==> src/rtl/sr_piso_param.sv <==
// sr_piso_param: parametrised PISO shift register with load/shift handshake,
// per-frame bit order and remaining-bit counter. Rev 1.0
`default_nettype none

module sr_piso_param #(
   parameter int WIDTH = 8,
   parameter int CW    = $clog2(WIDTH + 1)
) (
   input  logic             clk_i,
   input  logic             reset_i,
   input  logic [WIDTH-1:0] d_i,
   input  logic             load_i,
   input  logic             msb_first_i,
   input  logic             shift_en_i,
   input  logic             sin_i,
   output logic             q_o,
   output logic [WIDTH-1:0] p_out_o,
   output logic             busy_o,
   output logic             load_ready_o,
   output logic             done_o,
   output logic [CW-1:0]    count_o
);

   localparam logic [CW-1:0] C_WIDTH = CW'(WIDTH);
   localparam logic [CW-1:0] C_ONE   = CW'(1);

   typedef enum logic [0:0] {
      S_IDLE  = 1'b0,
      S_SHIFT = 1'b1
   } state_t;

   state_t           state_q, state_d;
   logic [WIDTH-1:0] shreg_q, shreg_d;
   logic             order_q, order_d;
   logic [CW-1:0]    count_q, count_d;
   logic             done_q,  done_d;

   logic w_busy;
   logic w_consume;
   logic w_last;
   logic w_accept;

   always_ff @(posedge clk_i) begin
      if (reset_i) begin
         state_q <= S_IDLE;
         shreg_q <= '0;
         order_q <= 1'b0;
         count_q <= '0;
         done_q  <= 1'b0;
      end else begin
         state_q <= state_d;
         shreg_q <= shreg_d;
         order_q <= order_d;
         count_q <= count_d;
         done_q  <= done_d;
      end
   end

   assign w_busy    = (state_q == S_SHIFT);
   assign w_consume = w_busy && shift_en_i;
   assign w_last    = w_consume && (count_q == C_ONE);
   // Final-bit consume frees the register on the same edge, so a new word
   // can be accepted without a bubble.
   assign w_accept  = load_i && (!w_busy || w_last);

   always_comb begin
      state_d = state_q;
      shreg_d = shreg_q;
      order_d = order_q;
      count_d = count_q;
      done_d  = w_last;
      if (w_accept) begin
         state_d = S_SHIFT;
         shreg_d = d_i;
         order_d = msb_first_i;
         count_d = C_WIDTH;
      end else if (w_consume) begin
         if (order_q) begin
            shreg_d = {shreg_q[WIDTH-2:0], sin_i};
         end else begin
            shreg_d = {sin_i, shreg_q[WIDTH-1:1]};
         end
         count_d = count_q - C_ONE;
         if (w_last) begin
            state_d = S_IDLE;
         end
      end
   end

   assign q_o          = w_busy ? (order_q ? shreg_q[WIDTH-1] : shreg_q[0]) : 1'b0;
   assign p_out_o      = shreg_q;
   assign busy_o       = w_busy;
   assign load_ready_o = !w_busy || w_last;
   assign done_o       = done_q;
   assign count_o      = count_q;

endmodule

`default_nettype wire
==> config.mk <==
export PLATFORM = sky130hd
export DESIGN_NAME = sr_piso_param
export DESIGN_NICKNAME = d
export VERILOG_FILES = /design/src/rtl/sr_piso_param.sv
export SDC_FILE = /design/constraint.sdc
export NUM_CORES = 1
export LEC_CHECK = 0
export ABC_AREA = 0
export ABC_CLOCK_PERIOD_IN_PS = 1500
export CAP_MARGIN = 20
export CORE_ASPECT_RATIO = 0.8
export CORE_UTILIZATION = 35
export DETAILED_ROUTE_END_ITERATION = 16
export GPL_TIMING_DRIVEN = 0
export PLACE_DENSITY_LB_ADDON = 0.2
export SLEW_MARGIN = 20
export SYNTH_ARGS = -nofsm -noshare
export SYNTH_HDL_FRONTEND = slang
export SYNTH_SLANG_ARGS = --single-unit
==> constraint.sdc <==
create_clock -name clk_i -period 1.5 [get_ports clk_i]
set_input_delay 0.45 -clock clk_i [delete_from_list [all_inputs] [get_ports clk_i]]
set_output_delay 0.45 -clock clk_i [all_outputs]
set_load 0.01 [all_outputs]
==> impl_metrics.toml, run 1 <==
[global_routing]
met2_usage = 0.311
grt_pass1_wl_mm = 3.73
first_global_vias = 786
antenna_found_initial = 0
gr-usage-met3 = 0.0568
grt-ovfl-total = 0
gr-usage-met1 = 0.239
grt_max_degree = 11
busiest_layer = "met2"
track_usage = 0.184

[timing]
timing.fmax_mhz = 623
skew_ps = 3.17
slew_violations = 0
tns_ps = -135
finalCriticalPeriod_ps = 1610
post-route-period-util = 1.07
fin_ws_ps = -105
setup-violations-final = 2
rsz0062_at_grt = "yes"
hold_viol = 0
tightestPinTransition_ps = 365
slew_headroom = 0.756

[placement]
place_ws_ps = -709
detailed_place_hpwl_mm = 1.59
io_buffers = 29
place_congestion = 0.702

[power]
share_comb_of_total_power = 0.292
p_per_area_nw_per_um2 = 759
clkPwrFrac = 0.246
p_leak_nw = 0.539
p_switching_uw = 313
pwr-share-seq = 0.462
p_int_uw = 699
switching_share = 0.309
vdd_drop_max_mv = 0.445
report.power.total_mw = 1.01

[detailed_routing]
vias = 846
drtIter0Drc = 26
route.detailed.drc = 0
final_antenna_net_count = 0
vias_per_cell = 5.10
wire_per_inst_um = 14.7
wl_mm = 2.45
dr.pass1.iters = 4

[yosys]
syn_area_um2 = 906
netlist_instances = 91
avgSynthCellArea_um2 = 9.95
synth_cell_types = 26
ys_seq_area_frac = 0.331
ys_seq_elements = 15
synth_warnings = 0
syn-num-nets = 107

[setup_path]
endpoint_kind = "output pin"
r2r_cells = 6
critPathKind = "flop to output pin"
crit_fanout = 3
cp.arrival_ps = 1160
cp.required_ps = 1050
start_kind = "flop"
r2r_setup_slack_ps = 10
worstReg2RegStart = "count_o[1]$_SDFFE_PP0P_"
r2r-end = "p_out_o[4]$_SDFFE_PP0P_"

[run_status]
status = "finished with violations"
violations = "negative setup slack"

[die]
chipHeight_um = 47.5
coreArea_um2 = 2440
start_util = 0.371
die_w_um = 58.9
rows = 16
ios = 30
dieArea_um2 = 2800

[finish]
nets = 147
drive_above_1_share = 0.269
syn2layout_area_growth_pct = 47.4
diodes = 0

[clock_tree]
clkTransAtPathRegs_ps = 100
cts.path.max_buffers = 2
root_buffer = "clkbuf_4"
hold_buffers = 0
cts.sinks = 15
clock_latency_ps = 300
tritoncts = "built"
cts_htree_levels = 1
numCtsBuffers = 3

[worst_hold_path]
holdPathStages = 1
holdPathEnd = "done_o$_SDFF_PP0_"
hp-start = "count_o[3]$_SDFFE_PP0P_"
min_path_type = "flop to flop"

[flow_run]
cap_violations = 0
[worst max path at each step]
stage	startpoint	to	slack [ps]	depth (start not counted)
4_1_cts	count_o[1]$_SDFFE_PP0P_	load_ready_o	-140	5
5_1_grt	count_o[1]$_SDFFE_PP0P_	load_ready_o	-160	5
6_report	count_o[1]$_SDFFE_PP0P_	load_ready_o	-110	5
3_3_place_gp	shift_en_i	load_ready_o	-710	4
2_1_floorplan	count_o[1]$_SDFFE_PP0P_	p_out_o[0]$_SDFFE_PP0P_	60	6
3_5_place_dp	shift_en_i	load_ready_o	-710	4
[layout by cell type, fill, tap and decap left out, types with 2 or more instances in the layout]
cell	instances
clkbuf_1	2
dlygate4sd2_1	14
a21oi_1	9
nor3_1	2
dfxtp_2	8
clkdlybuf4s50_1	12
nand2b_1	10
mux2i_1	17
a311o_1	8
clkbuf_4	3
buf_4	9
o31a_1	2
dfxtp_1	5
buf_2	2
dfxtp_4	2
buf_6	3
inv_1	2
[registers in the layout, indices dropped and copies added, names as in the netlist]
signal   flops
order_q      1
done_o       1
p_out_o      8
count_o      4
busy_o       1
[power groups by stage]
stage | Clock (mW) | Combinational, mW | Sequential, mW
after global routing | 0.266 | 0.320 | 0.472
final | 0.249 | 0.295 | 0.468
after global placement | 0 | 0.285 | 0.471
after CTS | 0.255 | 0.289 | 0.465
after detailed placement | 0 | 0.289 | 0.473
after floorplan | 0 | 0.150 | 0.478
[worst max-delay path, stage by stage (launching register included)]
cell and delay, ps:
dfxtp_2 330, inv_2 70, ha_4 140, nand4bb_4 130, nand2_2 90, buf_6 100
[synthesized netlist by cell type]
cell       count  area (um^2)
xnor2_1        1         8.76
a21boi_2       1         11.3
nand3_1        1         5.00
a21oi_1        9         45.0
nand2_1        2         7.51
nor4b_1        1         8.76
xor2_1         1         8.76
clkbuf_1       2         7.51
nand4bb_4      1         27.5
nand3b_1       1         7.51
a2111oi_2      1         15.0
nor2b_1        1         6.26
nor2_1         1         3.75
nor3_1         2         10.0
ha_1           2         25.0
and3_1         1         6.26
dfxtp_1       15          300
a311o_1        8         80.1
inv_1          3         11.3
nand2b_1      10         62.6
buf_2          2         10.0
mux2i_1       18          180
nor4_1         1         6.26
o31a_1         2         17.5
buf_6          1         11.3
buf_4          3         22.5
[timing repair]
action,in CTS,in global routing
pin swaps,1,0
setup buffers,6,1
endpoints found under the setup margin,28,15
gates resized for setup,41,6
[per-stage QoR]
| step | util | hold WS (ps) | instance area [um^2] | cells |
|---|---|---|---|---|
| 5_1_grt | 0.547 | 485 | 1340 | 166 |
| 3_5_place_dp | 0.508 | 519 | 1240 | 156 |
| 4_1_cts | 0.542 | 480 | 1320 | 166 |
| 6_report | 0.547 | 481 | 1340 | 166 |
| 3_3_place_gp | 0.508 | 498 | 1240 | 156 |
| 2_1_floorplan | - | 530 | 906 | 91 |
[layout make-up]
type | instances | area, um^2
buffer | 7 | 51.3
clock buffer | 4 | 26.3
fill | 225 | 1110
inverter | 3 | 11.3
multi-input combinational | 65 | 562
sequential | 15 | 318
tap | 36 | 45.0
timing repair buffer | 36 | 322
[per-layer routing]
layer  share of wire  up-vias  wire [um]
li1                -      413          -
met1            0.46      404       1140
met2            0.47       27       1160
met3           0.057        2        139
met4          0.0049        0         12
met5               0        -          0
[kinds of logic after synthesis]
| family | Yosys count | synth area share |
|---|---|---|
| and+or+nand+nor | 22 | 0.167 |
| AOI/OAI and AO/OA | 21 | 0.186 |
| muxes | 18 | 0.199 |
| DFF | 15 | 0.331 |
| buffers and inverters | 11 | 0.0691 |
| xor gates and xnor gates | 2 | 0.0193 |
| adders and majority gates | 2 | 0.0276 |
Power figures use the tool's default switching activity.
==> run 2: changes to the inputs <==
--- a/config.mk
+++ b/config.mk
@@ -8,12 +8,15 @@
 export ABC_AREA = 0
 export ABC_CLOCK_PERIOD_IN_PS = 1500
 export CAP_MARGIN = 20
+export CELL_PAD_IN_SITES_DETAIL_PLACEMENT = 1
+export CELL_PAD_IN_SITES_GLOBAL_PLACEMENT = 2
 export CORE_ASPECT_RATIO = 0.8
-export CORE_UTILIZATION = 35
+export CORE_MARGIN = 4
+export CORE_UTILIZATION = 26
 export DETAILED_ROUTE_END_ITERATION = 16
 export GPL_TIMING_DRIVEN = 0
 export PLACE_DENSITY_LB_ADDON = 0.2
-export SLEW_MARGIN = 20
+export SLEW_MARGIN = 40
 export SYNTH_ARGS = -nofsm -noshare
 export SYNTH_HDL_FRONTEND = slang
 export SYNTH_SLANG_ARGS = --single-unit
==> impl_metrics.toml, run 2 (same netlist as run 1, synthesis figures left out) <==
[timing]
post-route-period-util = 1.08
slew_headroom = 0.809
tightestPinTransition_ps = 283
hold_viol = 0
slew_violations = 0
rsz0062_at_grt = "yes"
fin_ws_ps = -121
finalCriticalPeriod_ps = 1620
skew_ps = 2.05
setup-violations-final = 1
timing.fmax_mhz = 617

[global_routing]
first_global_vias = 891
track_usage = 0.136
grt_pass1_wl_mm = 4.59
grt_max_degree = 11
grt-ovfl-total = 0
antenna_found_initial = 0

[finish]
syn2layout_area_growth_pct = 52.3
drive_above_1_share = 0.254
multi_input_area_um2 = 581
layout_commonest_cell = "mux2i_1"
seq_area_um2 = 318
final_cell_mix = "mux2i_1 (17), dlygate4sd2_1 (15), clkdlybuf4s50_1 (12)"
utilization = 0.429
nets = 147
diodes = 0
largest_reg_flops = 8
fill_cells = 362

[clock_tree]
root_buffer = "clkbuf_8"
cts_htree_levels = 1
cts.sinks = 15
cts.path.max_buffers = 2
tritoncts = "built"
numCtsBuffers = 3
clock_latency_ps = 250
clkTransAtPathRegs_ps = 60

[detailed_routing]
dr.pass1.iters = 4
drtIter0Drc = 29
final_antenna_net_count = 0
wire_per_inst_um = 16.7
vias_per_cell = 4.99
wl_mm = 2.83
vias = 848
route.detailed.drc = 0

[setup_path]
critPathKind = "flop to output pin"
crit_fanout = 3
cp.arrival_ps = 1170
r2r_cells = 5
endpoint_kind = "output pin"
worstPathCellList = "inv_4 -> ha_4 -> nand4bb_4 -> nand2_2 -> buf_6"
start_kind = "flop"
cp.required_ps = 1050
r2r_setup_slack_ps = 90
max_stage_delay_ps = 360
cpMaxStageDelayCell = "dfxtp_4"

[flow_run]
cap_violations = 0

[run_status]
status = "finished with violations"
violations = "negative setup slack"

[die]
rows = 18
start_util = 0.281
dieArea_um2 = 4500
chipHeight_um = 60.8
die_w_um = 74.0
ios = 30
coreArea_um2 = 3220

[power]
p_per_area_nw_per_um2 = 803
vdd_drop_max_mv = 0.425
p_leak_nw = 0.559

[placement]
place_ws_ps = -716
io_buffers = 29
detailed_place_hpwl_mm = 1.93
place_congestion = 0.739

[worst_hold_path]
min_path_type = "flop to flop"
holdPathStages = 1
==> run 2: cell count changes in the layout (fill, tap and decap cells not counted), moves of 2 or more <==
| cell | before | now |
|---|---|---|
| dfxtp_2 | 8 | 2 |
| clkbuf_8 | 0 | 3 |
| dfxtp_4 | 2 | 4 |
| dfxtp_1 | 5 | 9 |
| clkbuf_4 | 3 | 0 |
==> run 2: worst max-delay path: cells and delay by family, from the launching register on <==
| kind | cells | cell delay [ps] |
|---|---|---|
| flip-flops | 1 | 360 |
| adder cells (fa/ha/maj) | 1 | 140 |
| AND/OR/NAND/NOR | 2 | 250 |
| buffers and inverters | 2 | 170 |
==> run 2: area by class of cell <==
type                    count  share of cell area
clock buffers               4              0.0326
repair buffers             36               0.232
well taps                  40              0.0363
multi-input cells          65               0.421
plain buffers               7              0.0381
flip-flops and latches     15               0.230
inverters                   3             0.00997
==> run 2: layer usage <==
metal / global-route usage / part of all wire / vias up
li1: - / - / 415
met1: 0.189 / 0.47 / 410
met2: 0.202 / 0.46 / 18
met3: 0.0414 / 0.057 / 5
met4: 0.0439 / 0.0099 / 0
met5: 0 / 0 / -
==> run 2: stage by stage <==
step,cells,TNS (ps),hold WS [ps],area [um^2],power [mW]
after global placement,160,-7070,498,1250,0.764
after floorplan,91,0,530,906,0.627
after CTS,166,-150,522,1330,1.11
final,170,-121,523,1380,1.11
after global routing,170,-222,546,1380,1.18
after detailed placement,160,-7110,505,1250,0.769
==> run 2: worst paths after layout <==
kind | startpoint | to
worst min-delay path | count_o[3]$_SDFFE_PP0P_ | done_o$_SDFF_PP0_
worst min register to register | count_o[3]$_SDFFE_PP0P_ | done_o$_SDFF_PP0_
worst max-delay path | count_o[1]$_SDFFE_PP0P_ | load_ready_o
worst max register to register | count_o[1]$_SDFFE_PP0P_ | count_o[1]$_SDFFE_PP0P_
==> run 2: report_power, final <==
group	internal (mW)	total, mW	switching (mW)
registers	0.428	0.467	0.0395
clock network	0.188	0.337	0.148
logic	0.168	0.304	0.136
total	0.784	1.11	0.324
==> run 2: what timing repair did <==
action,in CTS,in global routing
setup buffers,2,5
hold buffers,0,0
setup endpoints to repair,29,10
pin swaps,1,2
gates resized for setup,42,7
==> run 3: changes to the inputs <==
--- a/config.mk
+++ b/config.mk
@@ -15,7 +15,8 @@
 export CORE_UTILIZATION = 26
 export DETAILED_ROUTE_END_ITERATION = 16
 export GPL_TIMING_DRIVEN = 0
-export PLACE_DENSITY_LB_ADDON = 0.2
+export MAX_ROUTING_LAYER = met4
+export PLACE_DENSITY_LB_ADDON = 0.3
 export SLEW_MARGIN = 40
 export SYNTH_ARGS = -nofsm -noshare
 export SYNTH_HDL_FRONTEND = slang
==> impl_metrics.toml, run 3 (same netlist as run 1, synthesis figures left out) <==
[placement]
placedCellCount = 160
dpl-instance-area_um2 = 1250
io_buffers = 29
place_congestion = 0.756
detailed_place_hpwl_mm = 1.88

[detailed_routing]
drtIter0Drc = 43
met2_wirelength_mm = 1.17
vias = 833
wl_met3_um = 129
highest_layer = "met4"
wl_met1_mm = 1.41
dr.pass1.iters = 4
route.detailed.drc = 0
final_antenna_net_count = 0
wl_mm = 2.72
vias_per_cell = 4.82
wire_per_inst_um = 15.7

[clock_tree]
cts.sinks = 15
tritoncts = "built"
cts_htree_levels = 1
clock_latency_ps = 250
hold_buffers = 0
cts.path.max_buffers = 2
root_buffer = "clkbuf_8"
clkTransAtPathRegs_ps = 70
numCtsBuffers = 3

[die]
dieArea_um2 = 4500
die_w_um = 74.0
chipHeight_um = 60.8
start_util = 0.281
rows = 18
ios = 30
coreArea_um2 = 3220

[setup_path]
critPathKind = "flop to output pin"
crit_fanout = 4
cp.arrival_ps = 1150
start_kind = "flop"
cpMaxStageDelayCell = "dfxtp_4"
path_delay_family = "flip-flops"
cp.required_ps = 1050
worstPathCellList = "inv_4 -> ha_4 -> nand4bb_4 -> nand2_2 -> buf_6"
endpoint_kind = "output pin"
crit_buf_inv = 2
max_stage_delay_ps = 360

[timing]
tightestPinTransition_ps = 279
rsz0062_at_grt = "yes"
timing.fmax_mhz = 625
finalCriticalPeriod_ps = 1600
post-route-period-util = 1.07
fin_ws_ps = -99.7
skew_ps = 5.57
setup-violations-final = 1
hold_viol = 0
slew_headroom = 0.811
slew_violations = 0

[power]
p_per_area_nw_per_um2 = 800
pwr-share-seq = 0.418
switching_share = 0.296
p_switching_uw = 330
p_leak_nw = 0.584
clkPwrFrac = 0.308
vdd_drop_max_mv = 0.350
share_comb_of_total_power = 0.274
p_int_uw = 784

[finish]
layout_commonest_cell = "mux2i_1"
final_cell_mix = "mux2i_1 (18), dlygate4sd2_1 (15), buf_4 (12)"
nets = 150
drive_above_1_share = 0.263
multi_input_area_um2 = 566
utilization = 0.432
postLayoutCellArea_um2 = 1390
largest_reg_flops = 8
seq_area_um2 = 315
diodes = 0
fill_cells = 364
layout.cells.non_filler = 173
syn2layout_area_growth_pct = 53.6

[global_routing]
grt_max_degree = 11
first_global_vias = 841
track_usage = 0.136
grt-ovfl-total = 0
antenna_found_initial = 0
grt_pass1_wl_mm = 4.42

[run_status]
status = "finished with violations"
violations = "negative setup slack"

[flow_run]
cap_violations = 0

[worst_hold_path]
min_path_type = "flop to flop"
-- run 3: power groups by stage --
stage                     Clock [mW]  Sequential [mW]  Combinational, mW
after floorplan                    0            0.478              0.150
after global placement             0            0.473              0.289
after detailed placement           0            0.474              0.296
after CTS                      0.350            0.467              0.292
after global routing           0.374            0.472              0.336
final                          0.343            0.465              0.305
-- run 3: through the flow --
step / setup WS [ps] / hold slack (ps) / TNS (ps) / power [mW]
2_1_floorplan: 60.6 / 530 / 0 / 0.627
3_3_place_gp: -707 / 506 / -6900 / 0.763
3_5_place_dp: -722 / 521 / -7320 / 0.769
4_1_cts: -109 / 488 / -109 / 1.11
5_1_grt: -180 / 519 / -180 / 1.18
6_report: -99.7 / 485 / -99.7 / 1.11
-- run 3: routing by layer --
metal  GRT usage  up-vias
met3      0.0414        2
met5           -        -
met1       0.186      386
met4      0.0336        0
met2       0.194       20
li1            -      425
-- run 3: timing repair --
item | in CTS | in global routing
pin swaps | 1 | 4
resized for setup | 41 | 5
setup buffers | 4 | 6
setup endpoints to repair | 30 | 12
-- run 3: path summary, 6_finish.rpt --
path	start	to	slack (ps)	cells after the start
setup / recovery	count_o[1]$_SDFFE_PP0P_	load_ready_o	-100	5
hold / removal	count_o[3]$_SDFFE_PP0P_	done_o$_SDFF_PP0_	480	1
setup reg to reg	count_o[1]$_SDFFE_PP0P_	count_o[1]$_SDFFE_PP0P_	100	6
hold reg to reg	count_o[3]$_SDFFE_PP0P_	done_o$_SDFF_PP0_	480	1
-- run 3: worst reg2reg max path: stages (launching register included) --
cell and delay, ps:
dfxtp_4 370, inv_4 40, buf_4 120, buf_4 130, ha_1 260, and3_1 170, a2111oi_2 190
-- run 3: final cells by class --
type,instances,area share
plain buffers,7,0.0396
clock buffers,3,0.0297
clock inverters,1,0.00360
inverters,3,0.00989
multi-input cells,65,0.406
flip-flops and latches,15,0.227
well taps,40,0.0360
repair buffers,39,0.248
